File: src/rtl/range_counter_pkg.sv
// Shared types and reset-default constants for the range_counter family.
package range_counter_pkg;

  typedef enum logic [1:0] {
    WRAP_UP = 2'b00,
    WRAP_DN = 2'b01,
    BOUNCE  = 2'b10,
    SAT_UP  = 2'b11
  } mode_e;

  typedef enum logic [1:0] {
    UP   = 2'b00,
    DOWN = 2'b01,
    HOLD = 2'b10
  } state_e;

  localparam int LO_DEF_C = 10;
  localparam int HI_DEF_C = 40;

  // State a mode starts in after load, range correction or a mode switch.
  function automatic state_e entry_state(input mode_e m);
    return (m == WRAP_DN) ? DOWN : UP;
  endfunction

endpackage

File: src/rtl/range_counter_cfg.sv
// Bound registers for range_counter: holds lo/hi, the invalid-config flag
// and the compare flags of the current count against the live bounds.
module range_counter_cfg
  import range_counter_pkg::*;
#(
  parameter int WIDTH  = 8,
  parameter int LO_DEF = LO_DEF_C,
  parameter int HI_DEF = HI_DEF_C
) (
  input  logic             clk,
  input  logic             rst,
  input  logic             cfg_we,
  input  logic [WIDTH-1:0] lo_in,
  input  logic [WIDTH-1:0] hi_in,
  input  logic [WIDTH-1:0] count,
  output logic [WIDTH-1:0] lo_r,
  output logic [WIDTH-1:0] hi_r,
  output logic             cfg_err,
  output logic             below_lo,
  output logic             above_hi,
  output logic             at_lo,
  output logic             at_hi
);

  // Capture new bounds; cfg_err is computed from the written values so it
  // always equals (lo_r > hi_r) in the same cycle the bounds change.
  always_ff @(posedge clk) begin
    if (!rst) begin
      lo_r    <= WIDTH'(LO_DEF);
      hi_r    <= WIDTH'(HI_DEF);
      cfg_err <= 1'b0;
    end else if (cfg_we) begin
      lo_r    <= lo_in;
      hi_r    <= hi_in;
      cfg_err <= (lo_in > hi_in);
    end
  end

  // Position of the registered count relative to the registered bounds.
  always_comb begin
    below_lo = (count < lo_r);
    above_hi = (count > hi_r);
    at_lo    = (count == lo_r);
    at_hi    = (count == hi_r);
  end

endmodule

File: src/rtl/range_counter.sv
// Bounded up/down/bounce/saturate counter with programmable bounds.
// Define RANGE_COUNTER_WRAP_CNT_EN to add the 16-bit wrap_cnt output that
// counts terminal-count events.
module range_counter
  import range_counter_pkg::*;
#(
  parameter int WIDTH  = 8,
  parameter int LO_DEF = LO_DEF_C,
  parameter int HI_DEF = HI_DEF_C
) (
  input  logic             clk,
  input  logic             rst,
  input  logic             en,
  input  logic [1:0]       mode,
  input  logic             cfg_we,
  input  logic [WIDTH-1:0] lo_in,
  input  logic [WIDTH-1:0] hi_in,
  input  logic             load,
  input  logic [WIDTH-1:0] load_val,
  output logic [WIDTH-1:0] count,
  output logic             tc,
  output logic             dir_up,
  output logic             done,
  output logic             cfg_err
`ifdef RANGE_COUNTER_WRAP_CNT_EN
  ,
  output logic [15:0]      wrap_cnt
`endif
);

  localparam logic [WIDTH-1:0] ONE = WIDTH'(1);

  logic [WIDTH-1:0] lo_r, hi_r;
  logic             below_lo, above_hi, at_lo, at_hi;
  mode_e            mode_m, mode_q;
  state_e           state, eff, step_state, entry;
  logic             mode_chg, term, step_done;
  logic [WIDTH-1:0] step_cnt;

  range_counter_cfg #(
    .WIDTH (WIDTH),
    .LO_DEF(LO_DEF),
    .HI_DEF(HI_DEF)
  ) u_cfg (
    .clk     (clk),
    .rst     (rst),
    .cfg_we  (cfg_we),
    .lo_in   (lo_in),
    .hi_in   (hi_in),
    .count   (count),
    .lo_r    (lo_r),
    .hi_r    (hi_r),
    .cfg_err (cfg_err),
    .below_lo(below_lo),
    .above_hi(above_hi),
    .at_lo   (at_lo),
    .at_hi   (at_hi)
  );

  assign mode_m   = mode_e'(mode);
  assign mode_chg = (mode_m != mode_q);
  assign entry    = entry_state(mode_m);

  // Effective direction for this edge: a mode switch (or leaving HOLD after
  // a config error) restarts the mode; saturate stays parked once done.
  always_comb begin
    eff = entry;
    case (mode_m)
      BOUNCE:  if (!mode_chg && state != HOLD) eff = state;
      SAT_UP:  if (!mode_chg && done) eff = HOLD;
      default: ;
    endcase
  end

  // Enabled-count successor. Every +1/-1 is guarded by an at-bound test, so
  // full-range bounds never over- or underflow.
  always_comb begin
    step_cnt   = count;
    step_state = eff;
    step_done  = 1'b0;
    case (mode_m)
      WRAP_UP: step_cnt = at_hi ? lo_r : count + ONE;
      WRAP_DN: step_cnt = at_lo ? hi_r : count - ONE;
      BOUNCE: begin
        if (eff == DOWN) begin
          if (!at_lo) step_cnt = count - ONE;
          else if (!at_hi) begin
            step_cnt   = lo_r + ONE;
            step_state = UP;
          end
        end else begin
          if (!at_hi) step_cnt = count + ONE;
          else if (!at_lo) begin
            step_cnt   = hi_r - ONE;
            step_state = DOWN;
          end
        end
      end
      SAT_UP: begin
        if (eff == HOLD || at_hi) begin
          step_state = HOLD;
          step_done  = 1'b1;
        end else begin
          step_cnt = count + ONE;
        end
      end
      default: ;
    endcase
  end

  // Terminal count from registered state; suppressed by load and bad config.
  always_comb begin
    case (state)
      UP:      term = at_hi;
      DOWN:    term = at_lo;
      default: term = 1'b0;
    endcase
    tc = en & ~cfg_err & ~load & ~done & term;
  end

  // Direction FSM and count register, in edge priority order.
  always_ff @(posedge clk) begin
    if (!rst) begin
      count  <= WIDTH'(LO_DEF);
      state  <= UP;
      dir_up <= 1'b1;
      done   <= 1'b0;
      mode_q <= WRAP_UP;
    end else begin
      mode_q <= mode_m;
      if (cfg_err) begin
        count  <= lo_r;
        state  <= HOLD;
        dir_up <= 1'b0;
        done   <= 1'b0;
      end else if (load) begin
        count  <= load_val;
        state  <= entry;
        dir_up <= (entry == UP);
        done   <= 1'b0;
      end else if (below_lo || above_hi) begin
        count  <= (mode_m == WRAP_DN) ? hi_r : lo_r;
        state  <= entry;
        dir_up <= (entry == UP);
        done   <= 1'b0;
      end else if (en) begin
        count  <= step_cnt;
        state  <= step_state;
        dir_up <= (step_state == UP);
        done   <= step_done;
      end else begin
        state  <= eff;
        dir_up <= (eff == UP);
        done   <= (eff == HOLD);
      end
    end
  end

`ifdef RANGE_COUNTER_WRAP_CNT_EN
  // Terminal-count event counter; rolls over naturally at 16 bits.
  always_ff @(posedge clk) begin
    if (!rst)      wrap_cnt <= 16'd0;
    else if (load) wrap_cnt <= 16'd0;
    else if (tc)   wrap_cnt <= wrap_cnt + 16'd1;
  end
`endif

endmodule

File: config.mk
export PLATFORM = sky130hd
export DESIGN_NAME = range_counter
export DESIGN_NICKNAME = d
export VERILOG_FILES = /design/src/rtl/range_counter_pkg.sv /design/src/rtl/range_counter_cfg.sv /design/src/rtl/range_counter.sv
export SDC_FILE = /design/constraint.sdc
export NUM_CORES = 1
export LEC_CHECK = 0
export BUFFER_PORTS_ARGS = -buffer_cell sky130_fd_sc_hd__buf_2
export CAP_MARGIN = 20
export CORE_ASPECT_RATIO = 1.25
export CORE_MARGIN = 3
export CORE_UTILIZATION = 35
export CTS_CLUSTER_SIZE = 8
export DETAILED_ROUTE_END_ITERATION = 7
export GPL_ROUTABILITY_DRIVEN = 0
export SYNTH_ARGS = -nofsm -noshare
export SYNTH_HDL_FRONTEND = slang
export SYNTH_SLANG_ARGS = --single-unit
export TNS_END_PERCENT = 50
File: constraint.sdc
create_clock -name clk -period 5.77 [get_ports clk]
set_input_delay 1.154 -clock clk [delete_from_list [all_inputs] [get_ports clk]]
set_output_delay 1.154 -clock clk [all_outputs]
set_load 0.05 [all_outputs]
Word-level counts from Yosys, hierarchy flattened. Cells that the tools add are included.

Register bits: 31. Output and inout bits: 12.

Bitwise gates (word level): 8. Eq/ne operators: 12. $add $sub $neg: 4. Reduce and logical (&&, ||, !) cells: 14. Order comparisons: 3. Multiplexer cells: 37.

Operator list (count): 8-bit two-way mux (13); 8-bit case mux with 4 select lines (1); 2-bit two-way mux (12); 8-bit by 1-bit adder with 8-bit output (second input constant) (2); 8-bit equality test (2); 8-bit greater-than comparator (2); 8-bit by 1-bit subtractor with 8-bit output (second input constant) (2); 2-bit zero test (5); 8-bit < comparator (1); 1-bit two-way mux (8); 2-bit case mux with 2 select lines (2); 2-bit by 1-bit equality test with 1-bit output (second input constant) (3); 2-bit equality test (second input constant) (3); 6-bit by 5-bit inequality test with 1-bit output (second input constant) (1); 5-bit by 4-bit inequality test with 1-bit output (second input constant) (1); 1-bit bitwise AND (4); 1-bit inverter (4); 4-bit nonzero test (1); 4-bit OR reduction (1); 3-bit AND reduction (1); 1-bit logical AND (2); 1-bit logical OR (2); 2-bit inequality test (1); 2-bit inequality test (second input constant) (1); other kinds (3) (3).

Depth between registers and ports, before layout. Gate-level depths: netlist of run 1.

Depth after elaboration: 14. Depth in mapped cells: 12. Depth with buffers taken out: 9.

Hierarchy. A second synthesis of run 1 with hierarchy kept.

Cells, all modules: 445. Area total of the unflattened synthesis: 3274.4 um2.

By module, submodules not included: range_counter (cells an instance 308, times used 1, area each 2070.7 um2); range_counter_cfg (cells an instance 137, times used 1, area each 1203.7 um2).

Worst setup path after synthesis of run 1. Ideal clock, no wire load.

Path kind: register -> output. Start: reg count[0]. End: out tc. Data required time: 4.616 ns. Stages on the path, launching flop included: 10. Arrival: 2.664 ns. Buffers on the path: 3. Path slack: 1.952 ns. Path through: dfxtp_1 > buf_2 > inv_1 > ha_1 > nand4_1 > or2_2 > clkbuf_1 > clkbuf_1 > o21ai_0 > and4_1.

Longest elaborated chain between the ends: 3. Elaborated cells between the ends (all ways): 4. Those cells by class: eq/ne (2); mux (1); bitwise (1).

Ends and longest elaborated chain: start: declaration (line range_counter.sv:20) `output logic [WIDTH-1:0] count,`; start signal: assignment (line range_counter.sv:124) `count <= WIDTH'(LO_DEF);`; start signal: assignment (line range_counter.sv:132) `count <= lo_r;`; start signal: assignment (line range_counter.sv:137) `count <= load_val;`; 8-bit equality test, on equally long branches (line range_counter_cfg.sv:43, range_counter_cfg.sv:44); 1-bit case mux with 2 select lines (*) (line range_counter.sv:113) `case (state)`; 1-bit bitwise AND (*) (line range_counter.sv:118) `tc = en & ~cfg_err & ~load & ~done & term;`; end: declaration (line range_counter.sv:21) `output logic tc,`.

Mark *: on every way between the ends. The rest lies on a longest branch, timed or not.

Worst setup path after layout of run 1. Same ends and word-level chain as after synthesis.

==> results of run 1 <==
==> state kept, by name, summed over array words and instances (netlist names) <==
name	cells
count	8
mode_q	2
u_cfg.cfg_err	1
done	1
u_cfg.lo_r	8
state	2
dir_up	1
u_cfg.hi_r	8
==> power by group through the flow <==
| stage | Sequential, mW | Clock [mW] | Combinational, mW |
|---|---|---|---|
| 6_report | 0.333 | 0.176 | 0.666 |
| 5_1_grt | 0.341 | 0.190 | 0.729 |
| 4_1_cts | 0.331 | 0.181 | 0.652 |
| 3_5_place_dp | 0.335 | 0 | 0.649 |
| 3_3_place_gp | 0.334 | 0 | 0.650 |
| 2_1_floorplan | 0.359 | 0 | 0.438 |
==> worst min-delay path: cells and delay by family (launching register included) <==
family | cells | cell delay (ns)
mux | 1 | 0.12
simple gates | 1 | 0.05
flops | 1 | 0.33
==> through the flow <==
step                cell area [um2]  utilization [%]  power, mW  setup slack (ns)  instances
floorplan                      3180                -      0.797              1.95        446
global placement               3450             39.5      0.984              2.33        586
detailed placement             3450             39.5      0.984              2.25        586
CTS                            3540             40.4       1.16              1.97        594
global route                   3540             40.5       1.26              1.71        595
finish                         3540             40.5       1.18              1.97        595
==> worst max-delay path by stage <==
stage	from	end	slack, ns	depth (start not counted)
floorplan	count[0]$_SDFFE_PN0P_	tc	1.95	9
global placement	count[0]$_SDFFE_PN0P_	tc	2.33	8
detailed placement	mode[0]	count[4]$_SDFFE_PN0P_	2.25	7
CTS	count[0]$_SDFFE_PN0P_	tc	1.97	8
global route	count[0]$_SDFFE_PN0P_	tc	1.71	8
finish	count[0]$_SDFFE_PN0P_	tc	1.97	8
==> cell usage after synthesis, types with 3 or more instances <==
library cell / number / share of area, %
nor3_1: 5 / 0.79
o21ai_0: 37 / 5.8
a211o_1: 5 / 1.4
a21oi_1: 23 / 3.6
mux2i_1: 14 / 4.4
o211ai_1: 11 / 2.6
a31oi_1: 9 / 1.8
a211oi_1: 4 / 0.94
and3_1: 3 / 0.59
o22ai_1: 4 / 0.79
nand3_1: 16 / 2.5
nor2b_1: 4 / 0.79
o21a_1: 6 / 1.4
or3_1: 3 / 0.59
clkbuf_1: 16 / 1.9
nor2_1: 51 / 6.0
buf_2: 4 / 0.63
nand4_1: 12 / 2.4
ha_1: 28 / 11
xnor2_1: 13 / 3.6
o21ai_1: 6 / 0.94
dfxtp_1: 31 / 19
inv_1: 29 / 3.4
xor2_1: 6 / 1.7
a221o_1: 3 / 0.94
nand2_1: 47 / 5.5
a21o_1: 4 / 0.94
clkinv_1: 3 / 0.35
o31ai_1: 3 / 0.71
nand3b_1: 3 / 0.71
==> routing by layer <==
layer  GRT usage, %  share of wire, %  up-vias
li1               -                 -     1688
met1           29.2                39     1594
met2           36.0                44      230
met3           3.95               9.1       66
met4           14.5               7.3        0
met5              0                 0        -
==> layout by cell type, fill, tap and decap left out, drive strengths merged, types with 3 or more instances in the layout <==
| cell | netlist | layout |
|---|---|---|
| mux2i | 14 | 14 |
| and3 | 3 | 3 |
| nand3 | 16 | 16 |
| nor2b | 4 | 4 |
| inv | 29 | 29 |
| clkbuf | 16 | 6 |
| ha | 28 | 28 |
| a211oi | 5 | 5 |
| clkinv | 3 | 4 |
| o22ai | 4 | 4 |
| nand4 | 12 | 12 |
| o31ai | 3 | 3 |
| nand3b | 3 | 3 |
| o211ai | 11 | 11 |
| xnor2 | 13 | 13 |
| buf | 8 | 45 |
| nor3 | 5 | 5 |
| a21o | 4 | 4 |
| a211o | 5 | 5 |
| a221o | 3 | 3 |
| o21a | 6 | 6 |
| or3 | 3 | 3 |
| xor2 | 6 | 6 |
| nor2 | 52 | 52 |
| or2 | 3 | 3 |
| a21oi | 23 | 23 |
| o21ai | 43 | 43 |
| nand2 | 47 | 47 |
| a31oi | 9 | 9 |
| dfxtp | 31 | 31 |
| or4 | 3 | 3 |
| nor4 | 3 | 3 |
==> kinds of logic (layout without fill, tap and decap cells) <==
family	after synthesis	in the layout	share of synthesized area (%)
flops	31	31	19.5
xor+xnor	19	19	5.23
buf+inv	56	85	7.11
fa+ha+maj	28	28	11.0
mux	14	14	4.40
simple gates	160	160	23.9
compound gates	138	138	28.8
==> final cells by class <==
type                            instances  area [um2]  share of cell area (%)
Multi-Input combinational cell        359        2340                    66.0
Clock inverter                          2        12.5                   0.353
Inverter                               32         120                    3.39
Sequential cell                        31         621                    17.5
Timing Repair Buffer                   45         230                    6.50
Clock buffer                            6        72.6                    2.05
Tap cell                              120         150                    4.24
==> summary.txt, run 1 <==
Run status
  • Status: finished, final reports clean

Min path
  • Cell count of the worst hold path: 2
  • Hold_sp: u_cfg.lo_r[6]$_SDFFE_PN0P_
  • Min-Delay Path Class: register to register
  • Hold path endpoint: u_cfg.lo_r[6]$_SDFFE_PN0P_

Die
  • Ports: 43
  • Starting density of the core: 36.4%
  • Die Y: 113 um
  • Cell row count: 38
  • Overall die area: 10300 um2
  • Core area: 8750 um2
  • Die Wd: 91.3 um

Logic synthesis
  • Synthesis Warnings: 0
  • Synthesis-stage register bit count: 31
  • EDFF count, synth: 0
  • Syn avg cell area: 7.14 um2
  • Net Count, Synth: 505
  • Syn Std Cell Area: 3180 um2
  • Asr flop ratio synth: 0%
  • Ys flop type: dfxtp_1
  • Cell variety after synth: 64
  • Post-Syn Instances: 446
  • Sequential area share after synthesis: 19.5%

Timing
  • TNS Setup: 0 ns
  • Unrepaired setup endpoints after global routing: false
  • Final setup violating endpoints: 0
  • Endpoints failing hold: 0
  • Fmax achieved: 0.263 GHz
  • Relative slew margins: 34.7%
  • Final Cycle Share: 65.9%
  • Minimum clock period: 3.80 ns
  • Worst-Margin Slew: 0.973 ns
  • Clock Skews: 0.00843 ns
  • Max-slew violation count: 0
  • Hold Worst Slack: 0.549 ns

Global route
  • Largest net degree at the start of global routing: 23
  • First-pass GRT wire length: 18800 um
  • Vias in the first global route: 3454
  • Tot GR Track Use: 23.0%
  • Initial antenna violation count: 0
  • GR Overflow Total: 0

CTS
  • TritonCTS Buffers: 5
  • CTS tree: yes
  • CTS Buffer Depth: 2
  • Clock Latency Late Sink: 0.29 ns
  • CTS resizes: 0
  • CTS Hold Bufs: 0
  • CTS H-tree lvls: 2
  • Clock sink count: 31
  • Clk root buf: clkbuf_8
  • Setup bufs post-CTS: 0
  • Worst-path clk slew: 0.08 ns

Worst setup path
  • Buffers & Inverters on Critical Path: 2
  • R2r endpoint: count[2]$_SDFFE_PN0P_
  • FF-to-FF path depth: 9
  • Worst Setup End Kind: primary output
  • CP max FO: 11
  • Slowest library cell on the worst path: dfxtp_1
  • CP top delay family: simple AND/OR/NAND/NOR gates
  • Crit path DAT: 2.65 ns
  • Critical path launch point type: register
  • Worst r2r src: count[5]$_SDFFE_PN0P_
  • Max stage delay on crit path: 0.53 ns
  • CP cell instances: inv_1, ha_1, nand4_1, nor2_1, nand2_1, o21ai_0, and4_1, buf_2
  • Critical Path RT: 4.62 ns
  • Setup Crit Path Kind: register to primary output
  • Register-to-register setup slack: 2.22 ns

Layout
  • Fin nets: 533
  • Layout area overhead: 11.3%
  • Fillers: 935
  • Fraction of layout cells with a size suffix above 1: 12.6%
  • # diodes: 0

Placed design
  • Detailed placement HPWL: 8780 um
  • Port Buffers: 42

Pwr
  • Clock power share: 15.0%
  • Sequential group share of total power: 28.4%
  • Switching part of the total: 52.5%
  • Internal: 0.559 mW
  • Combinational power share: 56.6%
  • Leakage power: 1.50 nW
  • PwrDens: 332 nW/um2
  • Worst-case vdd ir drop: 136 uV
  • Net Sw Power: 0.617 mW

Detailed routing
  • Via density: 6.01
  • Pre-antenna DRT Iters: 6
  • DR DRC count: 0
  • Starting DRT DRC Count: 696
  • Wire per inst: 19.3 um
  • Routed vias: 3578
  • Final wirelength: 11500 um
  • Antenna Violating Nets Remaining: 0

Flow run
  • Max-cap violations: 0
Note: power is estimated with default switching activity, not from simulation.
==> run 2: changes to the inputs <==
==> constraint.sdc (replaced) <==
create_clock -name clk -period 3.13 [get_ports clk]
set_input_delay 0.626 -clock clk [delete_from_list [all_inputs] [get_ports clk]]
set_output_delay 0.626 -clock clk [all_outputs]
set_load 0.05 [all_outputs]
==> summary.txt, run 2 (synthesized netlist as in run 1, its figures left out) <==
Die
  • Ports: 43
  • Core area: 8750 um2
  • Overall die area: 10300 um2
  • Starting density of the core: 36.4%
  • Die Y: 113 um
  • Cell row count: 38
  • Die Wd: 91.3 um

Layout
  • Fin util: 43.0%
  • Fraction of layout cells with a size suffix above 1: 18.2%
  • Fin nets: 559
  • Most common cell after layout, fill and taps aside: nor2_1
  • Fin cells: 621
  • Multi-input combinational cell area: 2340 um2
  • Final Instance Area: 3760 um2
  • Commonest non-fill, non-tap cells in the layout: nor2_1, nand2_1, buf_2, o21ai_0, dfxtp_1
  • # diodes: 0
  • Biggest regs: count: 8 flops, u_cfg.hi_r: 8 flops, u_cfg.lo_r: 8 flops
  • Fillers: 944
  • Layout area overhead: 18.0%
  • Reg area: 624 um2

Global route
  • Largest net degree at the start of global routing: 23
  • First-pass GRT wire length: 19500 um
  • Grt peak-use layer: met2
  • Tot GR Track Use: 24.5%
  • GR Overflow Total: 0
  • Met2 Usage GRT: 39.6%
  • Initial antenna violation count: 0
  • Vias in the first global route: 3546
  • GR Layer Usage met1: 29.9%
  • Met3 Use GR: 3.82%

Run status
  • Status: finished, final reports clean

Placed design
  • Inst Count DP: 611
  • Detailed placement HPWL: 9620 um
  • Port Buffers: 42
  • Cell Area, Placed: 3640 um2

Detailed routing
  • Wire per inst: 20.0 um
  • Final wirelength: 12400 um
  • Routed vias: 3725
  • Starting DRT DRC Count: 617
  • Antenna Violating Nets Remaining: 0
  • DR DRC count: 0
  • Via density: 6.00
  • Pre-antenna DRT Iters: 8

CTS
  • CTS Buffer Depth: 2
  • Clk root buf: clkbuf_8
  • CTS H-tree lvls: 2
  • CTS tree: yes
  • Clock Latency Late Sink: 0.30 ns
  • CTS Hold Bufs: 0
  • TritonCTS Buffers: 5
  • Clock sink count: 31
  • Worst-path clk slew: 0.08 ns

Timing
  • Fmax achieved: 0.332 GHz
  • Hold Worst Slack: 0.550 ns
  • Endpoints failing hold: 0
  • Minimum clock period: 3.01 ns
  • Clock Skews: 0.00801 ns
  • Final Cycle Share: 96.2%
  • Max-slew violation count: 0
  • TNS Setup: 0 ns
  • Final setup violating endpoints: 0
  • Relative slew margins: 52.6%
  • Worst-Margin Slew: 0.707 ns
  • Unrepaired setup endpoints after global routing: false

Worst setup path
  • Worst Setup End Kind: primary output
  • Crit path DAT: 2.39 ns
  • Critical Path RT: 2.50 ns
  • Critical path launch point type: register
  • Setup Crit Path Kind: register to primary output
  • CP max FO: 11

Min path
  • Min-Delay Path Class: register to register

Flow run
  • Max-cap violations: 0

Pwr
  • Leakage power: 1.63 nW
  • Worst-case vdd ir drop: 337 uV
  • PwrDens: 616 nW/um2
[run 2: final cells by class]
class | instances | area share (%)
Multi-Input combinational cell | 359 | 62.3
Sequential cell | 31 | 16.6
Timing Repair Buffer | 71 | 11.5
Tap cell | 120 | 3.99
Inverter | 32 | 3.30
Clock buffer | 5 | 1.83
Clock inverter | 3 | 0.533
[run 2: worst max-delay path, cell delays in order, from the launching register on]
cell	delay (ns)
dfxtp_1	0.50
inv_1	0.11
ha_1	0.30
nand4_1	0.11
or2_2	0.44
o21ai_0	0.17
and4_2	0.23
clkbuf_4	0.22
[run 2: timing repair]
action	4_1_cts	5_1_grt
resized for setup	0	4
setup buffers	0	2
setup endpoints to repair	0	1
[run 2: through the flow]
step	total power, mW	setup slack (ns)
after detailed placement	1.92	0.282
after CTS	2.26	0.0623
after floorplan	1.47	0.104
after global routing	2.47	0.0165
after global placement	1.91	0.386
final	2.31	0.118
[run 2: where the power goes]
| group | switching [mW] | internal [mW] |
|---|---|---|
| clock network | 0.185 | 0.155 |
| logic | 0.901 | 0.513 |
| registers | 0.106 | 0.453 |
| total | 1.19 | 1.12 |
[run 2: path summary, 6_finish.rpt]
| path | start | end | slack, ns | cells after the start |
|---|---|---|---|---|
| worst max-delay path | u_cfg.hi_r[4]$_SDFFE_PN0P_ | tc | 0.12 | 7 |
| worst min-delay path | u_cfg.lo_r[6]$_SDFFE_PN0P_ | u_cfg.lo_r[6]$_SDFFE_PN0P_ | 0.55 | 2 |
| worst max register to register | u_cfg.hi_r[4]$_SDFFE_PN0P_ | count[6]$_SDFFE_PN0P_ | 0.19 | 8 |
| worst min register to register | u_cfg.lo_r[6]$_SDFFE_PN0P_ | u_cfg.lo_r[6]$_SDFFE_PN0P_ | 0.55 | 2 |
[run 2: routing by layer]
metal  wire length (um)  share of wire [%]
met4                872                7.0
met3               1110                8.9
met1               4820                 39
met5                  0                  0
met2               5600                 45
==> run 3: changes to the inputs <==
--- a/config.mk
+++ b/config.mk
@@ -7,12 +7,15 @@
 export LEC_CHECK = 0
 export BUFFER_PORTS_ARGS = -buffer_cell sky130_fd_sc_hd__buf_2
 export CAP_MARGIN = 20
+export CELL_PAD_IN_SITES_DETAIL_PLACEMENT = 0
+export CELL_PAD_IN_SITES_GLOBAL_PLACEMENT = 1
 export CORE_ASPECT_RATIO = 1.25
 export CORE_MARGIN = 3
 export CORE_UTILIZATION = 35
 export CTS_CLUSTER_SIZE = 8
 export DETAILED_ROUTE_END_ITERATION = 7
 export GPL_ROUTABILITY_DRIVEN = 0
+export PLACE_DENSITY_LB_ADDON = 0.1
 export SYNTH_ARGS = -nofsm -noshare
 export SYNTH_HDL_FRONTEND = slang
 export SYNTH_SLANG_ARGS = --single-unit
==> summary.txt, run 3 (synthesized netlist as in run 1, its figures left out) <==
Worst setup path
  • Crit path DAT: 2.31 ns
  • FF-to-FF path depth: 8
  • Worst Setup End Kind: primary output
  • Worst r2r src: count[7]$_SDFFE_PN0P_
  • Setup Crit Path Kind: register to primary output
  • CP max FO: 11
  • Register-to-register setup slack: 0.26 ns
  • Critical path launch point type: register
  • Critical Path RT: 2.50 ns
  • R2r endpoint: count[6]$_SDFFE_PN0P_
  • Critical path startpoint: count[0]$_SDFFE_PN0P_

Timing
  • Worst-Margin Slew: 0.673 ns
  • Unrepaired setup endpoints after global routing: false
  • Minimum clock period: 2.94 ns
  • Clock Skews: 0.00572 ns
  • Final Cycle Share: 93.9%
  • Max-slew violation count: 0
  • TNS Setup: 0 ns
  • Endpoints failing hold: 0
  • Final setup violating endpoints: 0
  • Relative slew margins: 54.8%
  • Fmax achieved: 0.340 GHz

Run status
  • Status: finished, final reports clean

Layout
  • Reg area: 622 um2
  • Multi-input combinational cell area: 2340 um2
  • Layout area overhead: 17.5%
  • Fraction of layout cells with a size suffix above 1: 17.8%
  • Fin nets: 558
  • Biggest regs: count: 8 flops, u_cfg.hi_r: 8 flops, u_cfg.lo_r: 8 flops
  • Commonest non-fill, non-tap cells in the layout: nor2_1, nand2_1, buf_2, o21ai_0, dfxtp_1
  • Most common cell after layout, fill and taps aside: nor2_1
  • Fillers: 971
  • # diodes: 0

CTS
  • Clock sink count: 31
  • Setup bufs post-CTS: 0
  • Clk root buf: clkbuf_8
  • CTS Buffer Depth: 2
  • Clock Latency Late Sink: 0.30 ns
  • TritonCTS Buffers: 5
  • CTS tree: yes
  • CTS H-tree lvls: 2
  • Worst-path clk slew: 0.08 ns

Pwr
  • Switching part of the total: 51.7%
  • Total power: 2.27 mW
  • Internal: 1.10 mW
  • PwrDens: 607 nW/um2
  • Clock power share: 14.6%
  • Leakage power: 1.63 nW
  • Worst-case vdd ir drop: 188 uV
  • Net Sw Power: 1.17 mW
  • Sequential group share of total power: 24.9%
  • Combinational power share: 60.5%

Die
  • Die Wd: 91.3 um
  • Overall die area: 10300 um2
  • Ports: 43
  • Die Y: 113 um
  • Starting density of the core: 36.4%
  • Core area: 8750 um2
  • Cell row count: 38

Placed design
  • Detailed placement HPWL: 10200 um
  • Port Buffers: 42

Detailed routing
  • DR DRC count: 0
  • Routed vias: 3692
  • Final wirelength: 13000 um
  • Via density: 5.95
  • Starting DRT DRC Count: 368
  • Antenna Violating Nets Remaining: 0
  • Wire per inst: 20.9 um
  • Pre-antenna DRT Iters: 6

Min path
  • Hold_sp: u_cfg.lo_r[6]$_SDFFE_PN0P_
  • Min-Delay Path Class: register to register
  • Hold path endpoint: u_cfg.lo_r[6]$_SDFFE_PN0P_
  • Cell count of the worst hold path: 2

Flow run
  • Max-cap violations: 0

Global route
  • Largest net degree at the start of global routing: 23
  • GR Overflow Total: 0
  • First-pass GRT wire length: 20700 um
  • Initial antenna violation count: 0
  • Tot GR Track Use: 25.8%
  • Vias in the first global route: 3668
[run 3: stage by stage]
step / instance area (um2) / setup WS (ns) / instances / hold WS, ns / utilization (%)
CTS: 3740 / 0.0986 / 620 / 0.580 / 42.7
finish: 3740 / 0.191 / 620 / 0.569 / 42.8
global route: 3740 / 0.0113 / 620 / 0.600 / 42.8
floorplan: 3190 / 0.104 / 446 / 0.483 / -
detailed placement: 3650 / 0.271 / 612 / 0.568 / 41.7
global placement: 3650 / 0.359 / 612 / 0.552 / 41.7
[run 3: worst max-delay path by stage]
| stage | end | slack [ns] | depth (start not counted) |
|---|---|---|---|
| after global routing | tc | 0.01 | 8 |
| after global placement | count[6]$_SDFFE_PN0P_ | 0.36 | 8 |
| after detailed placement | count[6]$_SDFFE_PN0P_ | 0.27 | 7 |
| after floorplan | tc | 0.10 | 7 |
| final | tc | 0.19 | 8 |
| after CTS | tc | 0.1 | 6 |
[run 3: final cells by class]
class                           instances  area share (%)
Clock inverter                          2           0.334
Inverter                               32            3.21
Timing Repair Buffer                   70            11.2
Clock buffer                            6            1.94
Tap cell                              120            4.01
Sequential cell                        31            16.6
Multi-Input combinational cell        359            62.7
[run 3: worst max-delay path: stages, from the launching register on]
cell and delay (ns):
dfxtp_2 0.48, inv_1 0.12, ha_1 0.32, nand4_1 0.22
nor2_2 0.25, nand2_1 0.07, o21ai_0 0.07, and4_2 0.23
buf_2 0.25
[run 3: timing repair]
action / 4_1_cts / 5_1_grt
setup endpoints to repair: 0 / 1
hold endpoints to repair: 0 / 0
resized for setup: 0 / 3
hold buffers: 0 / 0
[run 3: power by group through the flow]
| stage | Combinational [mW] | Clock [mW] | Sequential [mW] |
|---|---|---|---|
| floorplan | 0.808 | 0 | 0.662 |
| global placement | 1.35 | 0 | 0.575 |
| detailed placement | 1.33 | 0 | 0.574 |
| CTS | 1.34 | 0.334 | 0.564 |
| global route | 1.50 | 0.354 | 0.578 |
| finish | 1.37 | 0.332 | 0.567 |
[run 3: per-layer routing]
layer	track usage, %	vias up	wire, um
met4	15.2	0	760
met5	0	-	0
li1	-	1731	-
met2	40.4	197	5750
met3	4.69	51	957
met1	33.0	1713	5480
